**src/rtl/alu_seq_ctrl.sv**
```systemverilog
// alu_seq_ctrl: sequences ADD/SUB (one adder pass) and unsigned MUL (8 shift-and-add passes) on the shared 8-bit adder.
// busy while not IDLE, start ignored then (no queueing); defining ALU_SEQ_DIV_EN adds restoring DIV on opcode 11.
module alu_seq_ctrl #(
  parameter int W      = 8,
  parameter int ITER_W = 3
) (
  input  logic           clk,
  input  logic           rst_n,
  input  logic           start,
  input  logic [1:0]     opcode,
  input  logic [W-1:0]   a,
  input  logic [W-1:0]   b,
  output logic           busy,
  output logic           done,
  output logic [2*W-1:0] result,
  output logic           carry,
  output logic           ovf,
  output logic           err,
  output logic [W-1:0]   add_x,
  output logic [W-1:0]   add_y,
  output logic           add_op,
  input  logic [W-1:0]   add_z,
  input  logic           add_cout
);

  typedef enum logic [2:0] {
    S_IDLE = 3'd0,
    S_EXEC = 3'd1,
    S_MUL  = 3'd2,
`ifdef ALU_SEQ_DIV_EN
    S_DIV  = 3'd3,
`endif
    S_DONE = 3'd4
  } state_t;

  state_t            r_state;
  state_t            w_next;
  logic [W-1:0]      r_a;
  logic [W-1:0]      r_b;
  logic              r_sub;
  logic [W-1:0]      r_acc;
  logic [W-1:0]      r_q;
  logic [ITER_W-1:0] r_cnt;
  logic [2*W-1:0]    r_result;
  logic              r_carry;
  logic              r_ovf;
  logic              r_err;

  logic              w_last;
  logic              w_exec_ovf;
  logic [W:0]        w_mul_sum;
  logic [W-1:0]      w_mul_acc;
  logic [W-1:0]      w_mul_q;

  assign w_last     = (r_cnt == ITER_W'(W-1));
  assign w_exec_ovf = (add_z[W-1] != r_a[W-1]) &&
                      (r_sub ? (r_a[W-1] != r_b[W-1]) : (r_a[W-1] == r_b[W-1]));

  // Multiplier bit 0 selects whether this pass adds b; then {carry,acc,q} shifts right one.
  assign w_mul_sum  = r_q[0] ? {add_cout, add_z} : {1'b0, r_acc};
  assign w_mul_acc  = w_mul_sum[W:1];
  assign w_mul_q    = {w_mul_sum[0], r_q[W-1:1]};

`ifdef ALU_SEQ_DIV_EN
  logic              w_div_hi;
  logic [W-1:0]      w_div_rsh;
  logic              w_div_take;
  logic [W-1:0]      w_div_r;
  logic [W-1:0]      w_div_q;

  // hi catches a shifted remainder of 9 bits, which always exceeds the divisor.
  assign w_div_hi   = r_acc[W-1];
  assign w_div_rsh  = {r_acc[W-2:0], r_q[W-1]};
  assign w_div_take = w_div_hi | add_cout;
  assign w_div_r    = w_div_take ? add_z : w_div_rsh;
  assign w_div_q    = {r_q[W-2:0], w_div_take};
`endif

  always_ff @(posedge clk or negedge rst_n) begin
    if (!rst_n) begin
      r_state <= S_IDLE;
    end else begin
      r_state <= w_next;
    end
  end

  always_comb begin
    w_next = r_state;
    add_x  = '0;
    add_y  = '0;
    add_op = 1'b0;
    case (r_state)
      S_IDLE: begin
        if (start) begin
          case (opcode)
            2'b00, 2'b01: w_next = S_EXEC;
            2'b10:        w_next = S_MUL;
`ifdef ALU_SEQ_DIV_EN
            default:      w_next = S_DIV;
`else
            default:      w_next = S_DONE;
`endif
          endcase
        end
      end
      S_EXEC: begin
        add_x  = r_a;
        add_y  = r_b;
        add_op = r_sub;
        w_next = S_DONE;
      end
      S_MUL: begin
        add_x = r_acc;
        add_y = r_b;
        if (w_last) w_next = S_DONE;
      end
`ifdef ALU_SEQ_DIV_EN
      S_DIV: begin
        add_x  = w_div_rsh;
        add_y  = r_b;
        add_op = 1'b1;
        if (w_last) w_next = S_DONE;
      end
`endif
      S_DONE:  w_next = S_IDLE;
      default: w_next = S_IDLE;
    endcase
  end

  always_ff @(posedge clk or negedge rst_n) begin
    if (!rst_n) begin
      r_a      <= '0;
      r_b      <= '0;
      r_sub    <= 1'b0;
      r_acc    <= '0;
      r_q      <= '0;
      r_cnt    <= '0;
      r_result <= '0;
      r_carry  <= 1'b0;
      r_ovf    <= 1'b0;
      r_err    <= 1'b0;
    end else begin
      case (r_state)
        S_IDLE: begin
          if (start) begin
            r_a   <= a;
            r_b   <= b;
            r_sub <= opcode[0];
            r_acc <= '0;
            r_q   <= a;
            r_cnt <= '0;
            r_err <= 1'b0;
`ifndef ALU_SEQ_DIV_EN
            if (opcode == 2'b11) begin
              r_result <= '0;
              r_carry  <= 1'b0;
              r_ovf    <= 1'b0;
              r_err    <= 1'b1;
            end
`endif
          end
        end
        S_EXEC: begin
          r_result <= {{W{1'b0}}, add_z};
          r_carry  <= add_cout;
          r_ovf    <= w_exec_ovf;
        end
        S_MUL: begin
          r_acc <= w_mul_acc;
          r_q   <= w_mul_q;
          r_cnt <= r_cnt + ITER_W'(1);
          if (w_last) begin
            r_result <= {w_mul_acc, w_mul_q};
            r_carry  <= 1'b0;
            r_ovf    <= |w_mul_acc;
          end
        end
`ifdef ALU_SEQ_DIV_EN
        S_DIV: begin
          r_acc <= w_div_r;
          r_q   <= w_div_q;
          r_cnt <= r_cnt + ITER_W'(1);
          if (w_last) begin
            r_result <= {w_div_r, w_div_q};
            r_carry  <= 1'b0;
            r_ovf    <= 1'b0;
          end
        end
`endif
        default: ;
      endcase
    end
  end

  assign busy   = (r_state != S_IDLE);
  assign done   = (r_state == S_DONE);
  assign result = r_result;
  assign carry  = r_carry;
  assign ovf    = r_ovf;
  assign err    = r_err;

endmodule
```
**config.mk**
```make
export PLATFORM = sky130hd
export DESIGN_NAME = alu_seq_ctrl
export DESIGN_NICKNAME = d
export VERILOG_FILES = /design/src/rtl/alu_seq_ctrl.sv
export SDC_FILE = /design/constraint.sdc
export NUM_CORES = 1
export LEC_CHECK = 0
export CAP_MARGIN = 10
export CORE_MARGIN = 5
export CORE_UTILIZATION = 48
export DETAILED_ROUTE_END_ITERATION = 6
export PLACE_DENSITY = 0.83
export RECOVER_POWER = 50
export SYNTH_ARGS = -nofsm -noshare
export SYNTH_HDL_FRONTEND = slang
export SYNTH_SLANG_ARGS = --single-unit
```
**constraint.sdc**
```tcl
create_clock -name clk -period 2.2 [get_ports clk]
set_input_delay 0.22 -clock clk [delete_from_list [all_inputs] [get_ports clk]]
set_output_delay 0.22 -clock clk [all_outputs]
set_load 0.02 [all_outputs]
```
Yosys cells after proc, flatten, opt, wreduce, memory -nomap -nowiden --
Index checks and enable logic that the tools add are counted.
Word-level totals: output and inout port bits 38, bits in registers 58, logic and storage cells 64, bits of input ports 30
Operators by class: reduce and logical (&&, ||, !) cells 13, add/sub/neg operators 1, multiplexer cells 26, equal/unequal tests 13
Operators by type and width (number):
- 16-bit 2-to-1 mux | 3
- 16-bit one-hot mux with 3 select lines | 1
- 8-bit one-hot mux with 2 select lines | 3
- 8-bit 2-to-1 mux | 3
- 3-bit one-hot mux with 2 select lines | 2
- 3-bit 2-to-1 mux | 3
- 9-bit 2-to-1 mux | 1
- 3-bit one-hot mux with 3 select lines | 1
- 8-bit OR reduction | 1
- 1-bit 2-to-1 mux | 7
- 3-bit equality test, second input constant | 2
- 2-bit inequality test, second input constant | 3
- 1-bit one-hot mux with 3 select lines | 2
- 2-bit AND reduction | 3
- 3-bit nonzero test | 2
- 2-bit equality test, second input constant | 2
- 4-bit AND reduction | 1
- 2-bit OR reduction | 2
- 3-bit by 1-bit adder with 3-bit output, second input constant | 1
- 3-bit by 1-bit equality test with 1-bit output, second input constant | 1
- 3-bit by 2-bit equality test with 1-bit output, second input constant | 1
- 3-bit logical NOT | 1
- 2-bit by 1-bit equality test with 1-bit output, second input constant | 1
- 2-bit logical NOT | 1
- 4 further kinds | 5

Logic depth before layout (Yosys ltp) --
word-level depth 5, mapped depth 8, mapped depth without buffers 7

Least setup slack after synthesis --
No wires, ideal clock.
path type register to register, from reg r_cnt[0], to reg r_ovf (netlist: ovf), path slack 0.674 ns, stages on the path, launching flop included 8, buffers on the path 1, arrival time 1.448 ns, library setup time 0.077 ns, required time 2.123 ns, path through dfrtp_1 ha_1 ha_1 nand2b_1 a221o_1 clkbuf_1 a21oi_1 a21oi_1
Between the ends: word-level cells in the longest chain between the ends 3
RTL lines:
- from (decl) | line 43 | logic [ITER_W-1:0] r_cnt;
- from (signal assigned) | line 171 | r_cnt <= r_cnt + ITER_W'(1);
- 3-bit equality test | line 55 | assign w_last = (r_cnt == ITER_W'(W-1));
- 2-bit inequality test (no line)
- 4-bit AND reduction (no line)
- to (signal assigned) | line 166 | r_ovf <= w_exec_ovf;
- to (signal assigned) | line 175 | r_ovf <= |w_mul_acc;
- to (decl) | line 46 | logic r_ovf;
Every way passes these cells. A chain may end at the register's enable or synchronous reset.

Final worst setup path --
from reg r_state[0], to out busy
Between the ends: word-level cells in the longest chain between the ends 1
RTL lines:
- from (decl) | line 36 | state_t r_state;
- from (signal assigned) | line 83 | r_state <= w_next;
- 3-bit nonzero test | line 195 | assign busy = (r_state != S_IDLE);
- to (decl) | line 13 | output logic busy,
Every way passes these cells.

==> impl_metrics.yaml <==
global_routing:
  track_usage_pct: 18.80
  grt.busiest_layer: "met2"
  grt_max_degree: 31
  use_met3_pct: 4.738
  grt_pass1_vias: 2095
  grt_antenna_before_repair: 0
  use_met2_pct: 29.79
  grtUsageMet1_pct: 24.27
  grt_pass1_wl_um: 10440
  grt_overflow_total: 0
floorplanning:
  dieArea_mm2: 0.007053
  io_pins: 68
  start_util_pct: 48.61
  dieWidth_um: 83.99
  core_mm2: 0.005405
  num_rows: 27
  die_h_um: 83.99
synthesis:
  syn_area_per_cell_um2: 11.33
  synth_edf_count: 0
  syn_nets: 264
  synth-main-ff-cell: "dfrtp_1"
  syn-cell-area_mm2: 0.002628
  yosysWarningCount: 0
  yosysUniqueCellTypes: 35
  ys_ff_latch: 58
  ys_seq_area_share_pct: 55.24
  synth-async-reset-ratio_pct: 100.0
  syn_inst: 232
sta:
  relSlewSlack_pct: 52.23
  tightest_slew_ps: 716.6
  clock.fmax_mhz: 490.9
  fin_setup_tns_ps: 0
  setup_viol: 0
  skew_ps: 4.211
  drv_slew: 0
  fin_crit_sh_pct: 92.59
  rsz0062_at_grt: "false"
  fin_crit_ps: 2037
  hold_viol_final: 0
  hold_ws_ps: 478.0
  worst_slack_ps: 163.0
critical_path:
  cp.required_ps: 1980
  worst_setup_path_end_kind: "output pin"
  critPathLaunchType: "register"
  path_max_fanout: 6
  worstPathArrival_ps: 1820
  worstSetupPathType: "register to output pin"
power_and_ir_drop:
  fin_total_pwr_mw: 5.229
  power_leakage_nw: 1.692
  ir_drop_mv: 0.8423
  p_per_area_mw_per_mm2: 1454
final_layout:
  nets: 339
  drive_gt1_share_pct: 15.06
  syn_to_final_growth_pct: 36.86
  design_area_mm2: 0.003596
  diodes: 0
detailed_routing:
  drtPass1Iterations: 4
  vias: 2085
  viasPerCell: 5.430
  ant_nets: 0
  drc: 0
  wl_per_cell_um: 16.16
  drt-initial-drc-count: 143
  wl_um: 6204
placed_design:
  dp_hpwl_um: 4484
  dpl_worst_slack_ps: 253.8
  placedInstanceArea_mm2: 0.003415
  portBuffers: 67
  gp_congestion: 0.8102
clocking:
  cts.sinks: 58
  clkTransAtPathRegs_ps: 60
  cts_tree: "yes"
  postCtsSetupBuffers: 0
  clk_path_buf_depth: 2
  h-tree-depth: 3
  clk_latency_ps: 330
  clockRootBuffer: "clkbuf_8"
  numCtsBuffers: 9
run:
  cap_violations: 0
worst_hold_path:
  hold_class: "primary input to asynchronous set/reset pin"
run_status:
  run_status: "completed"
cells in the final DEF, fill, tap and decap left out, types with 2 or more instances in the layout:
cell             instances
a21oi_1                  5
a22o_1                   9
a31oi_1                  7
and2_1                  10
buf_4                    5
bufinv_16                2
clkbuf_2                 4
clkbuf_8                10
clkdlybuf4s50_1         34
clkinv_2                 4
dfrtp_1                 58
dlygate4sd2_1           17
dlygate4sd3_1           16
ha_1                     2
inv_1                    3
mux2_2                  18
mux2i_1                 17
nand2_1                 30
nand2b_1                 5
nand3_1                  4
nor2_1                  12
nor4_1                   2
o21ai_0                  9
o21ai_1                  2
o2bb2ai_1                7
o31ai_1                  7
sequential cells by signal, summed over array words and instances, names as in the netlist, 3 cells and up:
name,flops
result,16
r_a,8
r_acc,8
r_b,8
r_q,8
r_cnt,3
r_state,3
cell type report:
cell class                 count  area [um2]
clock buffer                  10       137.6
clock inverter                 6       80.08
fill                         426        1809
inverter                       3       11.26
multi-input combinational    158        1099
sequential                    58        1451
tap                           72       90.09
timing repair buffer          77       726.9
routing by layer:
layer / wire length, um / part of all wire, % / vias to the layer above
li1: - / - / 987
met1: 2610 / 42 / 1022
met2: 3119 / 50 / 65
met3: 367 / 5.9 / 11
met4: 108 / 1.7 / 0
met5: 0 / 0 / -
worst paths after layout:
path	slack [ps]	cells after the start	to	from
min in group clk	480	2	result[12]	result[12]
min reg2reg	480	2	result[12]	result[12]
max reg2reg	410	4	r_b[4]	r_state[0]
min	480	2	result[15]	rst_n
max in group asynchronous	570	3	r_a[4]	rst_n
max	160	3	busy	r_state[0]
critical path, stage by stage, from the launching register on:
cell and delay [ps]:
dfrtp_1 420, nor3_1 430, inv_1 80, clkdlybuf4s50_1 550
cells in the mapped netlist (7+ instances only):
cell type	instances	area share [%]
a22o_1	9	3.0
a31oi_1	7	1.7
and2_1	10	2.4
buf_2	7	1.3
dfrtp_1	58	55
mux2_2	18	7.7
mux2i_1	17	6.5
nand2_1	30	4.3
nor2_1	12	1.7
o21ai_0	9	1.7
o2bb2ai_1	7	2.3
o31ai_1	7	2.0
repair_timing:
item                                    CTS  global route
hold endpoints to repair                 28             0
endpoints found under the setup margin   17             0
gates resized for setup                  17             0
hold buffers                              1             0
logic make-up after synthesis:
family / after synthesis / share of synthesized area (%)
xor+xnor: 1 / 0.3334
mux: 35 / 14.19
compound gates: 52 / 14.10
flops: 58 / 55.24
buf+inv: 16 / 2.762
simple gates: 68 / 12.43
fa+ha+maj: 2 / 0.9522
metrics by stage:
step                utilization (%)  cells
floorplan                         -    232
global placement              63.17    367
detailed placement            63.17    367
CTS                           66.99    384
global route                  66.53    384
finish                        66.53    384
power by group:
| part | internal, mW | switching (mW) | leakage, nW | total, mW |
|---|---|---|---|---|
| logic | 1.05 | 1.21 | 0.847 | 2.25 |
| registers | 1.56 | 0.351 | 0.730 | 1.91 |
| clock network | 0.660 | 0.408 | 0.116 | 1.07 |
| total | 3.27 | 1.96 | 1.69 | 5.23 |
Note: power is estimated with default switching activity, not from simulation.
